## src/rtl/uart_pkg.sv

```systemverilog
// Shared definitions for the two-requester UART transmit arbiter:
// FSM encoding, counter type and default limits.
package uart_pkg;

   typedef enum logic [1:0] {
      ST_IDLE,
      ST_SEND,
      ST_WRITE,
      ST_WAIT
   } arb_state_t;

   localparam int unsigned CNT_W                = 8;
   localparam int unsigned MAX_BURST_DEFAULT    = 16;
   localparam int unsigned HOLD_TIMEOUT_DEFAULT = 255;

   typedef logic [CNT_W-1:0] cnt_t;

endpackage

```

## src/rtl/uart_tx_arbiter_if.sv

```systemverilog
// Requester and transmitter signals of the UART transmit arbiter.
// slave is the arbiter's view; master is the surrounding system's view.
interface uart_tx_arbiter_if;

   logic       req0_valid;
   logic [7:0] req0_data;
   logic       req0_last;
   logic       req0_ready;
   logic       req1_valid;
   logic [7:0] req1_data;
   logic       req1_last;
   logic       req1_ready;
   logic [7:0] tx_data;
   logic       tx_wr;
   logic       tx_tbr_valid;
   logic [1:0] grant;
   logic       busy;

   modport slave (
      input  req0_valid, req0_data, req0_last,
      input  req1_valid, req1_data, req1_last,
      input  tx_tbr_valid,
      output req0_ready, req1_ready,
      output tx_data, tx_wr, grant, busy
   );

   modport master (
      output req0_valid, req0_data, req0_last,
      output req1_valid, req1_data, req1_last,
      output tx_tbr_valid,
      input  req0_ready, req1_ready,
      input  tx_data, tx_wr, grant, busy
   );

endinterface

```

## src/rtl/rr_arb2.sv

```systemverilog
// Two-way round-robin pick: a lone requester wins outright, a tie goes
// to the requester that was not served last.
module rr_arb2 (
   input  logic [1:0] req,
   input  logic       last_served,
   output logic [1:0] pick
);

   // NOTE: every output of an always_comb gets a default first so no path can infer a latch.
   always_comb begin
      pick = req;
      if (req == 2'b11) begin
         pick = last_served ? 2'b01 : 2'b10;
      end
   end

endmodule

```

## src/rtl/uart_tx_arbiter.sv

```systemverilog
// Arbitrates two byte streams onto one UART transmitter buffer, with
// per-grant burst cap, hold timeout and a guard cycle after each write.
module uart_tx_arbiter
   import uart_pkg::*;
#(
   parameter int unsigned MAX_BURST    = MAX_BURST_DEFAULT,
   parameter int unsigned HOLD_TIMEOUT = HOLD_TIMEOUT_DEFAULT
) (
   input logic               clk,
   input logic               reset,
   uart_tx_arbiter_if.slave  bus
);

   localparam cnt_t BURST_LIMIT = cnt_t'(MAX_BURST);
   localparam cnt_t HOLD_LIMIT  = cnt_t'(HOLD_TIMEOUT);

   arb_state_t state_q, state_d;
   logic [1:0] grant_q, grant_d;
   logic       last_served_q, last_served_d;
   cnt_t       burst_q, burst_d;
   cnt_t       idle_q, idle_d;
   logic [7:0] data_q, data_d;
   logic       last_q, last_d;
   logic       guard_q, guard_d;

   logic [1:0] pick;
   logic       owner_valid;
   logic [7:0] owner_data;
   logic       owner_last;

   rr_arb2 u_rr_arb2 (
      .req         ({bus.req1_valid, bus.req0_valid}),
      .last_served (last_served_q),
      .pick        (pick)
   );

   // Owner index is grant bit 1; the mux is only consumed while a grant is held.
   always_comb begin
      owner_valid = grant_q[1] ? bus.req1_valid : bus.req0_valid;
      owner_data  = grant_q[1] ? bus.req1_data  : bus.req0_data;
      owner_last  = grant_q[1] ? bus.req1_last  : bus.req0_last;
   end

   always_comb begin
      state_d        = state_q;
      grant_d        = grant_q;
      last_served_d  = last_served_q;
      burst_d        = burst_q;
      idle_d         = idle_q;
      data_d         = data_q;
      last_d         = last_q;
      guard_d        = guard_q;
      bus.req0_ready = 1'b0;
      bus.req1_ready = 1'b0;
      bus.tx_wr      = 1'b0;

      case (state_q)
         ST_IDLE: begin
            if (pick != 2'b00) begin
               grant_d = pick;
               burst_d = '0;
               idle_d  = '0;
               state_d = ST_SEND;
            end
         end

         ST_SEND: begin
            bus.req0_ready = grant_q[0] & bus.req0_valid & ~bus.tx_tbr_valid;
            bus.req1_ready = grant_q[1] & bus.req1_valid & ~bus.tx_tbr_valid;
            if (owner_valid) begin
               idle_d = '0;
               if (!bus.tx_tbr_valid) begin
                  data_d  = owner_data;
                  last_d  = owner_last;
                  burst_d = burst_q + 8'd1;
                  state_d = ST_WRITE;
               end
            end else if (idle_q + 8'd1 == HOLD_LIMIT) begin
               last_served_d = grant_q[1];
               grant_d       = 2'b00;
               state_d       = ST_IDLE;
            end else begin
               idle_d = idle_q + 8'd1;
            end
         end

         ST_WRITE: begin
            bus.tx_wr = 1'b1;
            guard_d   = 1'b1;
            state_d   = ST_WAIT;
         end

         ST_WAIT: begin
            // The transmitter's occupied flag lags the write by a cycle, so the first WAIT cycle ignores it.
            if (guard_q) begin
               guard_d = 1'b0;
            end else if (!bus.tx_tbr_valid) begin
               if (last_q || burst_q == BURST_LIMIT) begin
                  last_served_d = grant_q[1];
                  grant_d       = 2'b00;
                  state_d       = ST_IDLE;
               end else begin
                  state_d = ST_SEND;
               end
            end
         end

         default: state_d = ST_IDLE;
      endcase
   end

   // NOTE: sequential state uses non-blocking assignments so every register samples pre-edge values.
   always_ff @(posedge clk) begin
      if (reset) begin
         state_q       <= ST_IDLE;
         grant_q       <= 2'b00;
         last_served_q <= 1'b1;
         burst_q       <= '0;
         idle_q        <= '0;
         data_q        <= 8'h00;
         last_q        <= 1'b0;
         guard_q       <= 1'b0;
      end else begin
         state_q       <= state_d;
         grant_q       <= grant_d;
         last_served_q <= last_served_d;
         burst_q       <= burst_d;
         idle_q        <= idle_d;
         data_q        <= data_d;
         last_q        <= last_d;
         guard_q       <= guard_d;
      end
   end

   assign bus.grant   = grant_q;
   assign bus.busy    = (state_q != ST_IDLE);
   assign bus.tx_data = data_q;

endmodule
```

## src/flat_wrapper.sv

```systemverilog
// flat-port wrapper written by rule: the top's interface ports become plain ports
module uart_tx_arbiter_flat import uart_pkg::*;
#(
   parameter int unsigned MAX_BURST    = MAX_BURST_DEFAULT,
   parameter int unsigned HOLD_TIMEOUT = HOLD_TIMEOUT_DEFAULT
)
  (clk, reset, bus_req0_valid, bus_req0_data, bus_req0_last, bus_req1_valid, bus_req1_data, bus_req1_last, bus_tx_tbr_valid, bus_req0_ready, bus_req1_ready, bus_tx_data, bus_tx_wr, bus_grant, bus_busy);
  uart_tx_arbiter_if bus_i ();
  input logic clk;
  input logic reset;
  input wire logic [$bits(bus_i.req0_valid)-1:0] bus_req0_valid;
  input wire logic [$bits(bus_i.req0_data)-1:0] bus_req0_data;
  input wire logic [$bits(bus_i.req0_last)-1:0] bus_req0_last;
  input wire logic [$bits(bus_i.req1_valid)-1:0] bus_req1_valid;
  input wire logic [$bits(bus_i.req1_data)-1:0] bus_req1_data;
  input wire logic [$bits(bus_i.req1_last)-1:0] bus_req1_last;
  input wire logic [$bits(bus_i.tx_tbr_valid)-1:0] bus_tx_tbr_valid;
  output wire logic [$bits(bus_i.req0_ready)-1:0] bus_req0_ready;
  output wire logic [$bits(bus_i.req1_ready)-1:0] bus_req1_ready;
  output wire logic [$bits(bus_i.tx_data)-1:0] bus_tx_data;
  output wire logic [$bits(bus_i.tx_wr)-1:0] bus_tx_wr;
  output wire logic [$bits(bus_i.grant)-1:0] bus_grant;
  output wire logic [$bits(bus_i.busy)-1:0] bus_busy;
  assign bus_i.req0_valid = bus_req0_valid;
  assign bus_i.req0_data = bus_req0_data;
  assign bus_i.req0_last = bus_req0_last;
  assign bus_i.req1_valid = bus_req1_valid;
  assign bus_i.req1_data = bus_req1_data;
  assign bus_i.req1_last = bus_req1_last;
  assign bus_i.tx_tbr_valid = bus_tx_tbr_valid;
  assign bus_req0_ready = bus_i.req0_ready;
  assign bus_req1_ready = bus_i.req1_ready;
  assign bus_tx_data = bus_i.tx_data;
  assign bus_tx_wr = bus_i.tx_wr;
  assign bus_grant = bus_i.grant;
  assign bus_busy = bus_i.busy;
  uart_tx_arbiter #(.MAX_BURST(MAX_BURST), .HOLD_TIMEOUT(HOLD_TIMEOUT)) u_core (.clk(clk), .reset(reset), .bus(bus_i));
endmodule
```

## config.mk

```make
export PLATFORM = sky130hd
export DESIGN_NAME = uart_tx_arbiter_flat
export DESIGN_NICKNAME = d
export VERILOG_FILES = /design/src/rtl/uart_pkg.sv /design/src/rtl/uart_tx_arbiter_if.sv /design/src/rtl/rr_arb2.sv /design/src/rtl/uart_tx_arbiter.sv /design/src/flat_wrapper.sv
export SDC_FILE = /design/constraint.sdc
export NUM_CORES = 1
export LEC_CHECK = 0
export CAP_MARGIN = 20
export CORE_MARGIN = 4
export CORE_UTILIZATION = 30
export DETAILED_ROUTE_END_ITERATION = 10
export GPL_TIMING_DRIVEN = 0
export PLACE_DENSITY = 0.6
export SLEW_MARGIN = 20
export SYNTH_ARGS = -nofsm -noshare
export SYNTH_HDL_FRONTEND = slang
export SYNTH_HIERARCHICAL = 1
export SYNTH_SLANG_ARGS = --single-unit
```

## constraint.sdc

```tcl
create_clock -name clk -period 2.3 [get_ports clk]
set_input_delay 0.345 -clock clk [delete_from_list [all_inputs] [get_ports clk]]
set_output_delay 0.345 -clock clk [all_outputs]
set_load 0.02 [all_outputs]
```

==> results of run 1 <==
[registers in the layout, summed over array words and instances, names as in the netlist, named ones only]
register,count
u_core/burst_q,8
u_core/bus.tx_data,8
u_core/idle_q,8
u_core/bus.grant,2
u_core/guard_q,1
u_core/last_q,1
u_core/last_served_q,1
u_core/state_q,1
[where the power goes]
group	internal (W)	total (W)	switching, W	leakage, nW
clock network	0.000350	0.000557	0.000206	0.0612
logic	0.000105	0.000231	0.000126	0.476
registers	0.000556	0.000574	0.0000178	0.252
[repair_timing]
| item | in CTS | in global routing |
|---|---|---|
| hold buffers | 0 | 0 |
| endpoints found under the setup margin | 2 | 1 |
| gates resized for setup | 3 | 1 |
[metrics by stage]
stage	setup TNS [ps]	std cells	setup WS, ps	total power, W	area (µm²)
2_1_floorplan	0	206	482.6	0.0007151	1723
3_3_place_gp	-208.3	313	-72.88	0.0008164	2163
3_5_place_dp	-354.1	313	-100.9	0.0008171	2163
4_1_cts	0	320	172.9	0.001378	2276
5_1_grt	0	320	1.153	0.001425	2285
6_report	0	320	173.0	0.001361	2285
[kinds of logic after synthesis]
family,count (synthesis)
AOI/OAI and AO/OA,55
xor gates and xnor gates,5
DFF,31
adders and majority gates,4
muxes,12
and+or+nand+nor,76
buffers and inverters,23
[layout by cell type (no fill, tap or decap), types with 7 or more instances in the layout]
cell,count
sky130_fd_sc_hd__nand2_1,18
sky130_fd_sc_hd__inv_1,13
sky130_fd_sc_hd__mux2i_1,11
sky130_fd_sc_hd__nor3_1,7
sky130_fd_sc_hd__nand3_1,7
sky130_fd_sc_hd__a21oi_1,12
sky130_fd_sc_hd__nor2_1,26
sky130_fd_sc_hd__a211oi_1,12
sky130_fd_sc_hd__clkdlybuf4s50_1,33
sky130_fd_sc_hd__dfxtp_1,31
[area by class of cell]
| type | instances | area (µm²) |
|---|---|---|
| fill | 597 | 3256 |
| multi-input combinational | 152 | 1020 |
| sequential | 31 | 620.6 |
| timing repair buffer | 35 | 347.8 |
| tap | 72 | 90.09 |
| clock buffer | 6 | 82.58 |
| inverter | 13 | 48.80 |
| buffer | 9 | 40.04 |
| clock inverter | 2 | 35.03 |
[tightest hold or removal path: cells and delay by family]
family | cells | cell delay, ps
buffers and inverters | 1 | 160
muxes | 1 | 70
and+or+nand+nor | 1 | 120
[metal layers]
layer / share of wire, % / up-vias / routed length [µm] / track usage (%)
met2: 41 / 47 / 1732 / 18.58
met4: 1.4 / 0 / 60 / 3.947
met1: 50 / 700 / 2091 / 15.99
met3: 7.1 / 5 / 299 / 4.047
li1: - / 824 / - / -
met5: 0 / - / 0 / 0
[worst paths after layout]
kind              slack, ps  depth (start not counted)                    to                start
setup / recovery        170                          7      u_core/idle_q[5]       bus_req1_valid
hold / removal          460                          3  u_core/last_served_q                reset
setup reg to reg        180                          6  u_core/last_served_q  u_core/bus.grant[1]
hold reg to reg         490                          1      u_core/idle_q[7]     u_core/idle_q[7]
==> qor.txt, run 1 <==
=====================================================================================
CTS Root Cell                                                            sky130_fd_sc_hd__clkbuf_8
Post-layout min period                                                        2127 ps
Residual DRC count                                                                  0
Clock-pin transition on the worst setup and hold timing paths                   60 ps
Clock tree from TritonCTS                                                         yes
Critical path fanouts, max                                                          8
Placer congestion estimate                                                     0.7466
Number of enable flip-flop cells after synthesis                                    0
Static leakage                                                              0.7891 nW
Largest stage delay on the critical path                                       570 ps
Number of DRC markers in iteration 0                                               96
Core Rows                                                                          27
Post-synthesis share of cell area spent on and, or, nand and nor gates         21.13%
Count of TritonRoute iterations in the first routing pass                           4
Top_reg_cell synth                                                       sky130_fd_sc_hd__dfxtp_1
Max Slew Vio Count                                                                  0
Average routed wire per standard cell                                        13.07 µm
Final Hold Vio Count                                                                0
Number of clock sinks                                                              31
Width of the chip                                                            83.78 µm
Cell breakdown of the critical path                                      clkdlybuf4s50_1 > a21boi_0 > nor2_1 > a21oi_1 > o21ai_0 > nand2_1 > a21oi_1
Type of the most critical hold path                                            in2reg
Final worst-path cycle share                                                   92.48%
Power Density                                                            595.9 nW/µm²
Top cells by count, synth                                                sky130_fd_sc_hd__dfxtp_1 (31), sky130_fd_sc_hd__nor2_1 (26), sky130_fd_sc_hd__nand2_1 (18)
Final design utilization                                                       41.24%
Post-synthesis compound-gate area fraction                                     24.91%
Clock tree skew after final layout                                           5.071 ps
CP bufs+invs                                                                        1
Outcome                                                                  finished, final reports clean
Net count of the mapped netlist                                                   233
Cell family with the largest share of critical-path delay                compound AO/OA/AOI/OAI gates
Die span in y                                                                83.78 µm
Via count of the first global-routing pass                                      1,520
Most used cell along the critical path                                   sky130_fd_sc_hd__a21oi_1
Unrepaired setup endpoints after global routing                                 false
Largest buffer count on any clock path                                              2
Slowest library cell on the worst path                                   sky130_fd_sc_hd__a21oi_1
Critical path data arrival time                                               2280 ps
First-pass GRT wire length                                                    7058 µm
Average size of a mapped cell                                               8.364 µm²
Final Hold Slack                                                             460.8 ps
Vias per Instance                                                               4.925
Cells after Synth                                                                 206
Final Setup Violations                                                              0
Maximum number of pins on one net before global-route repair                       14
Sequential fraction of the synthesis area                                      36.02%
Dominant combinational cell family by area after synthesis               compound AO/OA/AOI/OAI gates
Setup crit start kind                                                      input port
Initial standard-cell utilization of the core                                  31.10%
Multiplexer share of the synthesized area                                      7.190%
Number of synthesis warnings                                                        6
Clock latency on the worst-skew pair                                           290 ps
Most used standard cell by instance count after synthesis                sky130_fd_sc_hd__dfxtp_1
Total standard cell area after synthesis                                     1723 µm²
Top-area cell type share of the netlist area                                   36.02%
FFs w/ async S/R, synth                                                            0%
Headroom to the max-slew limit                                                 55.59%
Largest area contributor in the synthesized netlist                      sky130_fd_sc_hd__dfxtp_1
HPWL after detailed placement                                                 3165 µm
Diode count                                                                         0
Number of different library cells in the post-synthesis netlist                    47
Net count, final                                                                  274
Start-to-end type of the worst setup path                                      in2reg
Grt ovf                                                                             0
Final wirelength                                                              4183 µm
Buffers on Ports                                                                   35
Inserted Clock Buffers                                                              5
# Post-CTS Setup Buffers                                                            0
Signed area change from the synthesized netlist to the final layout            32.61%
Vias                                                                            1,576
H-tree depth                                                                        2
Required time worst endpoint                                                  2450 ps
Total track usage                                                              12.13%
Full die area                                                                7019 µm²
Highest achievable clock rate                                               470.2 MHz
Max Cap Violations                                                                  0
Initial antenna violation count                                                     0
Worst-Margin Slew                                                            666.2 ps
FF+latch count, synth                                                              31
Area share of fa/ha/maj cells after synthesis                                  2.905%
Critical path capture point type                                             register
Residual antenna-violating net count after detailed routing                         0
Xor and xnor fraction of the mapped netlist area                               2.542%
Count of pins on the block boundary                                                37
Worst vdd ir                                                              0.0003374 V
Core region area                                                             5540 µm²
Cell types with the largest area share after synthesis                   sky130_fd_sc_hd__dfxtp_1 (36%), sky130_fd_sc_hd__mux2i_1 (6.4%), sky130_fd_sc_hd__nor2_1 (5.7%)
Share of post-route cells with drive strength above 1                          8.065%
=====================================================================================
Note: power is estimated with default switching activity, not from simulation.
==> run 2: changes to the inputs <==
--- a/config.mk
+++ b/config.mk
@@ -6,6 +6,7 @@
 export NUM_CORES = 1
 export LEC_CHECK = 0
 export CAP_MARGIN = 20
+export CORE_ASPECT_RATIO = 0.9
 export CORE_MARGIN = 4
 export CORE_UTILIZATION = 30
 export DETAILED_ROUTE_END_ITERATION = 10
==> run 2 against run 1 <==
Net effect: critical path type unchanged; largest power group unchanged; critical path depth unchanged; critical endpoint is now u_core/burst_q[4]; wire length decreased by 0.93%; worst setup slack got worse by 13 ps; clock power about the same; non-clock buffer count unchanged; maximum frequency decreased by 0.59%; sequential power about the same.
==> qor.txt, run 2 (synthesis results as in run 1) <==
==================================================================================
Final Setup Violations                                                           0   unchanged
Vias                                                                         1,576   unchanged
Outcome                                                               finished, final reports clean   unchanged
Residual DRC count                                                               0   unchanged
CTS Root Cell                                                         sky130_fd_sc_hd__clkbuf_8   unchanged
Core region area                                                          5411 µm²   was 5540 µm²
Clk network pwr share                                                        41.0%   was 40.9%
Register-to-Register Setup Slack                                            180 ps   about the same
Placer congestion estimate                                                  0.7772   was 0.7466
Worst-Margin Slew                                                         633.9 ps   was 666.2 ps
Count of TritonRoute iterations in the first routing pass                        4   unchanged
Maximum number of pins on one net before global-route repair                    14   unchanged
Type of the most critical hold path                                         in2reg   unchanged
Start-to-end type of the worst setup path                                   in2reg   unchanged
Final wirelength                                                           4144 µm   was 4183 µm
Static leakage                                                           0.7883 nW   was 0.7891 nW
Width of the chip                                                         87.88 µm   was 83.78 µm
Clock tree from TritonCTS                                                      yes   unchanged
Signed area change from the synthesized netlist to the final layout         31.74%   was 32.61%
Worst vdd ir                                                           0.0002977 V   was 0.0003374 V
Number of DRC markers in iteration 0                                            66   was 96
Clock tree skew after final layout                                        3.233 ps   was 5.071 ps
Sw Ratio                                                                    25.67%   was 25.72%
Average routed wire per standard cell                                     13.16 µm   was 13.07 µm
Largest buffer count on any clock path                                           2   unchanged
Initial antenna violation count                                                  0   unchanged
Net count, final                                                               274   unchanged
Unrepaired setup endpoints after global routing                              false   unchanged
Clock latency on the worst-skew pair                                        280 ps   was 290 ps
Diode count                                                                      0   unchanged
Critical path fanouts, max                                                       7   was 8
Placed cell area                                                          2157 µm²   was 2163 µm²
Leading cell type in the layout, fill and taps excluded               sky130_fd_sc_hd__clkdlybuf4s50_1   unchanged
Required time worst endpoint                                               2480 ps   was 2450 ps
Core Rows                                                                       25   was 27
Via count of the first global-routing pass                                   1,480   was 1,520
First-pass GRT wire length                                                 6851 µm   was 7058 µm
Vias per Instance                                                            5.003   was 4.925
Initial standard-cell utilization of the core                               31.84%   was 31.10%
Combinational group share of total power                                     16.8%   was 16.9%
Layout Cell Area excl Fill                                                2270 µm²   was 2285 µm²
Int Power                                                               0.001011 W   about the same
Pwr Total                                                               0.001361 W   about the same
Crit path setup slack, layout                                             160.4 ps   was 173.0 ps
Residual antenna-violating net count after detailed routing                      0   unchanged
Post-layout min period                                                     2140 ps   was 2127 ps
NetSw                                                                  0.0003493 W   was 0.0003501 W
Count of pins on the block boundary                                             37   unchanged
Buffers on Ports                                                                35   unchanged
Power Density                                                         599.5 nW/µm²   was 595.9 nW/µm²
Final worst-path cycle share                                                93.03%   was 92.48%
Setup crit start kind                                                   input port   unchanged
H-tree depth                                                                     2   unchanged
Fraction of power consumed by sequential logic                               42.2%   about the same
Highest achievable clock rate                                            467.4 MHz   was 470.2 MHz
Most frequent cells in the layout                                     sky130_fd_sc_hd__clkdlybuf4s50_1 (33), sky130_fd_sc_hd__dfxtp_1 (31), sky130_fd_sc_hd__nor2_1 (26), sky130_fd_sc_hd__nand2_1 (18), sky130_fd_sc_hd__inv_1 (13)   unchanged
Final Hold Vio Count                                                             0   unchanged
Headroom to the max-slew limit                                              57.74%   was 55.59%
Die span in y                                                             79.90 µm   was 83.78 µm
Grt ovf                                                                          0   unchanged
# Post-CTS Setup Buffers                                                         0   unchanged
Setup tns final                                                               0 ps   unchanged
HPWL after detailed placement                                              3107 µm   was 3165 µm
Share of post-route cells with drive strength above 1                       8.065%   unchanged
Critical path capture point type                                          register   unchanged
Number of clock sinks                                                           31   unchanged
Dpl ws                                                                   -122.7 ps   was -100.9 ps
Max Cap Violations                                                               0   unchanged
Full die area                                                             7021 µm²   was 7019 µm²
Critical path data arrival time                                            2320 ps   was 2280 ps
Final cell count without fillers                                               315   was 320
Max Slew Vio Count                                                               0   unchanged
Clock-pin transition on the worst setup and hold timing paths                70 ps   was 60 ps
Inserted Clock Buffers                                                           5   unchanged
Total track usage                                                           12.41%   was 12.13%
Placed Cells incl. Taps                                                        308   was 313
==================================================================================
## run 2: repair_timing
| action | 4_1_cts | 5_1_grt |
|---|---|---|
| hold endpoints to repair | 0 | 0 |
| setup endpoints to repair | 2 | 0 |
| hold buffers | 0 | 0 |
| resized for setup | 3 | 0 |
## run 2: per-layer routing
metal | routed length [µm] | up-vias | share of wire [%] | GRT usage (%)
met5 | 0 | - | 0 | 0
met4 | 53 | 0 | 1.3 | 4.141
met3 | 313 | 6 | 7.6 | 5.263
met2 | 1624 | 43 | 39 | 17.77
met1 | 2152 | 702 | 52 | 16.57
li1 | - | 825 | - | -
## run 2: power by group through the flow
stage	registers [W]	logic (W)	clock network [W]
floorplan	0.000594	0.000121	0
global placement	0.000586	0.000232	0
detailed placement	0.000585	0.000232	0
CTS	0.000573	0.000232	0.000577
global route	0.000576	0.000251	0.000605
finish	0.000574	0.000229	0.000558
## run 2: through the flow
stage / hold slack (ps) / util [%]
finish: 454.3 / 41.94
global route: 465.0 / 41.94
CTS: 437.6 / 41.94
detailed placement: 468.3 / 39.86
global placement: 463.9 / 39.86
floorplan: 448.2 / -
## run 2: final timing paths
| kind | endpoint | startpoint | cells past startpoint |
|---|---|---|---|
| min reg2reg | u_core/bus.grant[0] | u_core/bus.grant[0] | 2 |
| min | u_core/last_served_q | reset | 3 |
| max | u_core/burst_q[4] | bus_req1_valid | 7 |
| max reg2reg | u_core/last_served_q | u_core/bus.grant[1] | 6 |
## run 2: worst max-delay path, stage by stage
cell and delay [ps]:
sky130_fd_sc_hd__clkdlybuf4s50_1 540, sky130_fd_sc_hd__a21boi_0 310, sky130_fd_sc_hd__or2_2 210, sky130_fd_sc_hd__a2bb2oi_2 120, sky130_fd_sc_hd__nor4bb_2 450, sky130_fd_sc_hd__a21oi_1 130
sky130_fd_sc_hd__a31o_2 220
## run 2: area by class of cell
cell class,instances,area (µm²)
well taps,67,83.83
plain buffers,9,40.04
clock buffers,6,82.58
fillers,564,3142
inverters,13,48.80
multi-input cells,152,1011
repair buffers,35,347.8
clock inverters,2,35.03
flip-flops and latches,31,620.6
==> run 3: changes to the inputs <==
--- a/config.mk
+++ b/config.mk
@@ -5,6 +5,7 @@
 export SDC_FILE = /design/constraint.sdc
 export NUM_CORES = 1
 export LEC_CHECK = 0
+export ABC_AREA = 1
 export CAP_MARGIN = 20
 export CORE_ASPECT_RATIO = 0.9
 export CORE_MARGIN = 4
==> run 3 against run 2 <==
Net effect: sequential cell count unchanged; sequential power increased by 15%; cell count increased by 23%; register-to-register slack improved by 220 ps; worst setup slack improved by 94 ps; first-iteration DRC count decreased by 27%; global-route usage decreased by 0.16 points; synthesized cell count increased by 33%; critical path depth unchanged; die area increased by 2.6%; wire length decreased by 1.5%; critical path type is now reg2out; critical endpoint is now bus_req0_ready; highest routed layer unchanged.
==> qor.txt, run 3 <==
=====================================================================================
Outcome                                                                  finished, final reports clean   unchanged
Clock latency on the worst-skew pair                                           280 ps   about the same
Placer congestion estimate                                                     0.8147   was 0.7772
Full die area                                                                7206 µm²   was 7021 µm²
Core Rows                                                                          26   was 25
Power Density                                                            690.0 nW/µm²   was 599.5 nW/µm²
Most frequent cells in the layout                                        sky130_fd_sc_hd__nand2_1 (83), sky130_fd_sc_hd__nor2_1 (39), sky130_fd_sc_hd__clkdlybuf4s50_1 (34), sky130_fd_sc_hd__inv_1 (33), sky130_fd_sc_hd__dfxtp_1 (31)   was sky130_fd_sc_hd__clkdlybuf4s50_1 (33), sky130_fd_sc_hd__dfxtp_1 (31), sky130_fd_sc_hd__nor2_1 (26), sky130_fd_sc_hd__nand2_1 (18), sky130_fd_sc_hd__inv_1 (13)
FF+latch count, synth                                                              31   unchanged
Initial antenna violation count                                                     0   unchanged
Average size of a mapped cell                                               6.447 µm²   was 8.364 µm²
Top cells by count, synth                                                sky130_fd_sc_hd__nand2_1 (83), sky130_fd_sc_hd__nor2_1 (39), sky130_fd_sc_hd__inv_1 (33)   was sky130_fd_sc_hd__dfxtp_1 (31), sky130_fd_sc_hd__nor2_1 (26), sky130_fd_sc_hd__nand2_1 (18)
Area share of fa/ha/maj cells after synthesis                                  2.823%   was 2.905%
Buffers on Ports                                                                   36   was 35
Xor and xnor fraction of the mapped netlist area                              0.4940%   was 2.542%
R2R cell count                                                                     11   was 6
Setup crit start kind                                                        register   was input port
Required time worst endpoint                                                  1960 ps   was 2480 ps
Number of buffers inserted for hold repair after clock tree synthesis               0   unchanged
Number of fillers in the final layout                                             624   was 564
Register-to-Register Setup Slack                                               400 ps   was 180 ps
Total track usage                                                              12.25%   was 12.41%
First-pass GRT wire length                                                    6989 µm   was 6851 µm
CTS Root Cell                                                            sky130_fd_sc_hd__clkbuf_8   unchanged
Count of TritonRoute iterations in the first routing pass                           4   unchanged
Headroom to the max-slew limit                                                 64.69%   was 57.74%
Vias per Instance                                                               4.519   was 5.003
Clock-pin transition on the worst setup and hold timing paths                   70 ps   about the same
Layout Cell Area excl Fill                                                   2302 µm²   was 2270 µm²
Type of the most critical hold path                                           reg2reg   was in2reg
Max Slew Vio Count                                                                  0   unchanged
Residual DRC count                                                                  0   unchanged
Final worst-path cycle share                                                   88.93%   was 93.03%
Maximum number of pins on one net before global-route repair                       11   was 14
Largest buffer count on any clock path                                              2   unchanged
Share of post-route cells with drive strength above 1                          8.777%   was 8.065%
Endpoint of the worst hold-timing path                                   u_core/burst_q[2]   was u_core/last_served_q
Number of enable flip-flop cells after synthesis                                    0   unchanged
Most used standard cell by instance count after synthesis                sky130_fd_sc_hd__nand2_1   was sky130_fd_sc_hd__dfxtp_1
Top_reg_cell synth                                                       sky130_fd_sc_hd__dfxtp_1   unchanged
Net count of the mapped netlist                                                   302   was 233
H-tree depth                                                                        2   unchanged
Sequential fraction of the synthesis area                                      35.00%   was 36.02%
Static leakage                                                               1.017 nW   was 0.7883 nW
Initial standard-cell utilization of the core                                  31.14%   was 31.84%
Inserted Clock Buffers                                                              5   unchanged
Width of the chip                                                            89.04 µm   was 87.88 µm
Worst r2r dst                                                            u_core/idle_q[4]   was u_core/last_served_q
Cell types with the largest area share after synthesis                   sky130_fd_sc_hd__dfxtp_1 (35%), sky130_fd_sc_hd__nand2_1 (18%), sky130_fd_sc_hd__nor2_1 (8.3%)   was sky130_fd_sc_hd__dfxtp_1 (36%), sky130_fd_sc_hd__mux2i_1 (6.4%), sky130_fd_sc_hd__nor2_1 (5.7%)
Multiplexer share of the synthesized area                                          0%   was 7.190%
Critical path data arrival time                                               1700 ps   was 2320 ps
Clock tree skew after final layout                                           5.971 ps   was 3.233 ps
Worst-Margin Slew                                                            527.7 ps   was 633.9 ps
Number of clock sinks                                                              31   unchanged
Number of synthesis warnings                                                        6   unchanged
FFs w/ async S/R, synth                                                            0%   unchanged
Signed area change from the synthesized netlist to the final layout            29.85%   was 31.74%
Post-synthesis share of cell area spent on and, or, nand and nor gates         39.87%   was 21.13%
Number of DRC markers in iteration 0                                               48   was 66
Final Setup Violations                                                              0   unchanged
HPWL after detailed placement                                                 3206 µm   was 3107 µm
Cells after Synth                                                                 275   was 206
Post-layout min period                                                        2045 ps   was 2140 ps
Final Hold Vio Count                                                                0   unchanged
# Post-CTS Setup Buffers                                                            0   unchanged
Via count of the first global-routing pass                                      1,614   was 1,480
Diode count                                                                         0   unchanged
Setup tns final                                                                  0 ps   unchanged
Vias                                                                            1,758   was 1,576
Average routed wire per standard cell                                        10.49 µm   was 13.16 µm
Net count, final                                                                  345   was 274
Worst vdd ir                                                              0.0003647 V   was 0.0002977 V
Instance count along the most critical hold path                                    2   was 3
Area taken by flip-flops and latches                                        620.6 µm²   unchanged
Unrepaired setup endpoints after global routing                                 false   unchanged
Final wirelength                                                              4080 µm   was 4144 µm
Post-synthesis compound-gate area fraction                                     11.93%   was 24.91%
Area of the multi-input gates                                               977.2 µm²   was 1011 µm²
Number of different library cells in the post-synthesis netlist                    27   was 47
Start-to-end type of the worst setup path                                     reg2out   was in2reg
Leading cell type in the layout, fill and taps excluded                  sky130_fd_sc_hd__nand2_1   was sky130_fd_sc_hd__clkdlybuf4s50_1
Top-area cell type share of the netlist area                                   35.00%   was 36.02%
Count of pins on the block boundary                                                37   unchanged
Worst min-delay path startpoint                                          u_core/burst_q[2]   was reset
Clock tree from TritonCTS                                                         yes   unchanged
Placed cell area                                                             2221 µm²   was 2157 µm²
Critical path capture point type                                          output port   was register
Core region area                                                             5693 µm²   was 5411 µm²
Dominant combinational cell family by area after synthesis               simple AND/OR/NAND/NOR gates   was compound AO/OA/AOI/OAI gates
Highest achievable clock rate                                               488.9 MHz   was 467.4 MHz
Total standard cell area after synthesis                                     1773 µm²   was 1723 µm²
Critical path fanouts, max                                                          6   was 7
Origin of the critical flop-to-flop path                                 u_core/idle_q[0]   was u_core/bus.grant[1]
Largest area contributor in the synthesized netlist                      sky130_fd_sc_hd__dfxtp_1   unchanged
Die span in y                                                                80.93 µm   was 79.90 µm
Max Cap Violations                                                                  0   unchanged
Grt ovf                                                                             0   unchanged
Residual antenna-violating net count after detailed routing                         0   unchanged
=====================================================================================
-- run 3: through the flow --
step	utilization (%)	cells	power, W	hold WS [ps]	setup WS (ps)
2_1_floorplan	-	275	0.001020	414.1	634.8
3_3_place_gp	39.01	381	0.001191	469.6	42.34
3_5_place_dp	39.01	381	0.001195	477.8	-10.06
4_1_cts	40.44	389	0.001620	489.0	237.2
5_1_grt	40.44	389	0.001717	514.7	91.32
6_report	40.44	389	0.001589	485.1	254.5
-- run 3: cells by family (layout without fill, tap and decap cells) --
kind of cell | Yosys count | after routing
and+or+nand+nor | 161 | 161
DFF | 31 | 31
adders and majority gates | 4 | 4
xor gates and xnor gates | 1 | 1
AOI/OAI and AO/OA | 36 | 36
buffers and inverters | 42 | 86
-- run 3: what timing repair did --
item	4_1_cts	5_1_grt
gates resized for setup	2	0
hold endpoints to repair	0	0
endpoints found under the setup margin	2	0
-- run 3: report_power, final --
| part | switching [W] | leakage (nW) | internal [W] |
|---|---|---|---|
| clock network | 0.000206 | 0.0477 | 0.000207 |
| logic | 0.000304 | 0.716 | 0.000212 |
| registers | 0.0000617 | 0.253 | 0.000597 |
-- run 3: cell type report --
cell class,instances,share of cell area (%)
Clock inverter,3,0.6522
Inverter,35,5.707
Timing Repair Buffer,36,15.54
Tap cell,70,3.804
Sequential cell,31,26.96
Buffer,7,1.902
Multi-Input combinational cell,202,42.45
Clock buffer,5,2.989
-- run 3: worst max-delay path: stages (launching register included) --
cell and delay, ps:
sky130_fd_sc_hd__dfxtp_1 430, sky130_fd_sc_hd__inv_1 140, sky130_fd_sc_hd__nor2_4 170, sky130_fd_sc_hd__inv_1 90, sky130_fd_sc_hd__nor2_1 90, sky130_fd_sc_hd__inv_1 80
sky130_fd_sc_hd__nor2_1 80, sky130_fd_sc_hd__dlygate4sd2_1 340
-- run 3: worst max path at each step --
stage / from / slack (ps) / depth (start not counted) / endpoint
after global placement: bus_req1_valid / 40 / 12 / u_core/burst_q[7]
after detailed placement: bus_req0_valid / -10 / 13 / u_core/burst_q[7]
final: u_core/state_q[0] / 250 / 7 / bus_req0_ready
after CTS: u_core/state_q[0] / 240 / 7 / bus_req0_ready
after floorplan: u_core/idle_q[1] / 630 / 11 / u_core/idle_q[2]
after global routing: u_core/state_q[0] / 90 / 7 / bus_req0_ready
-- run 3: metal layers --
metal / vias up / wire [µm] / GRT usage, %
met3: 4 / 357 / 5.477
met1: 753 / 1996 / 15.82
met2: 37 / 1695 / 18.18
met5: - / 0 / 0
li1: 964 / - / -
met4: 0 / 29 / 4.018
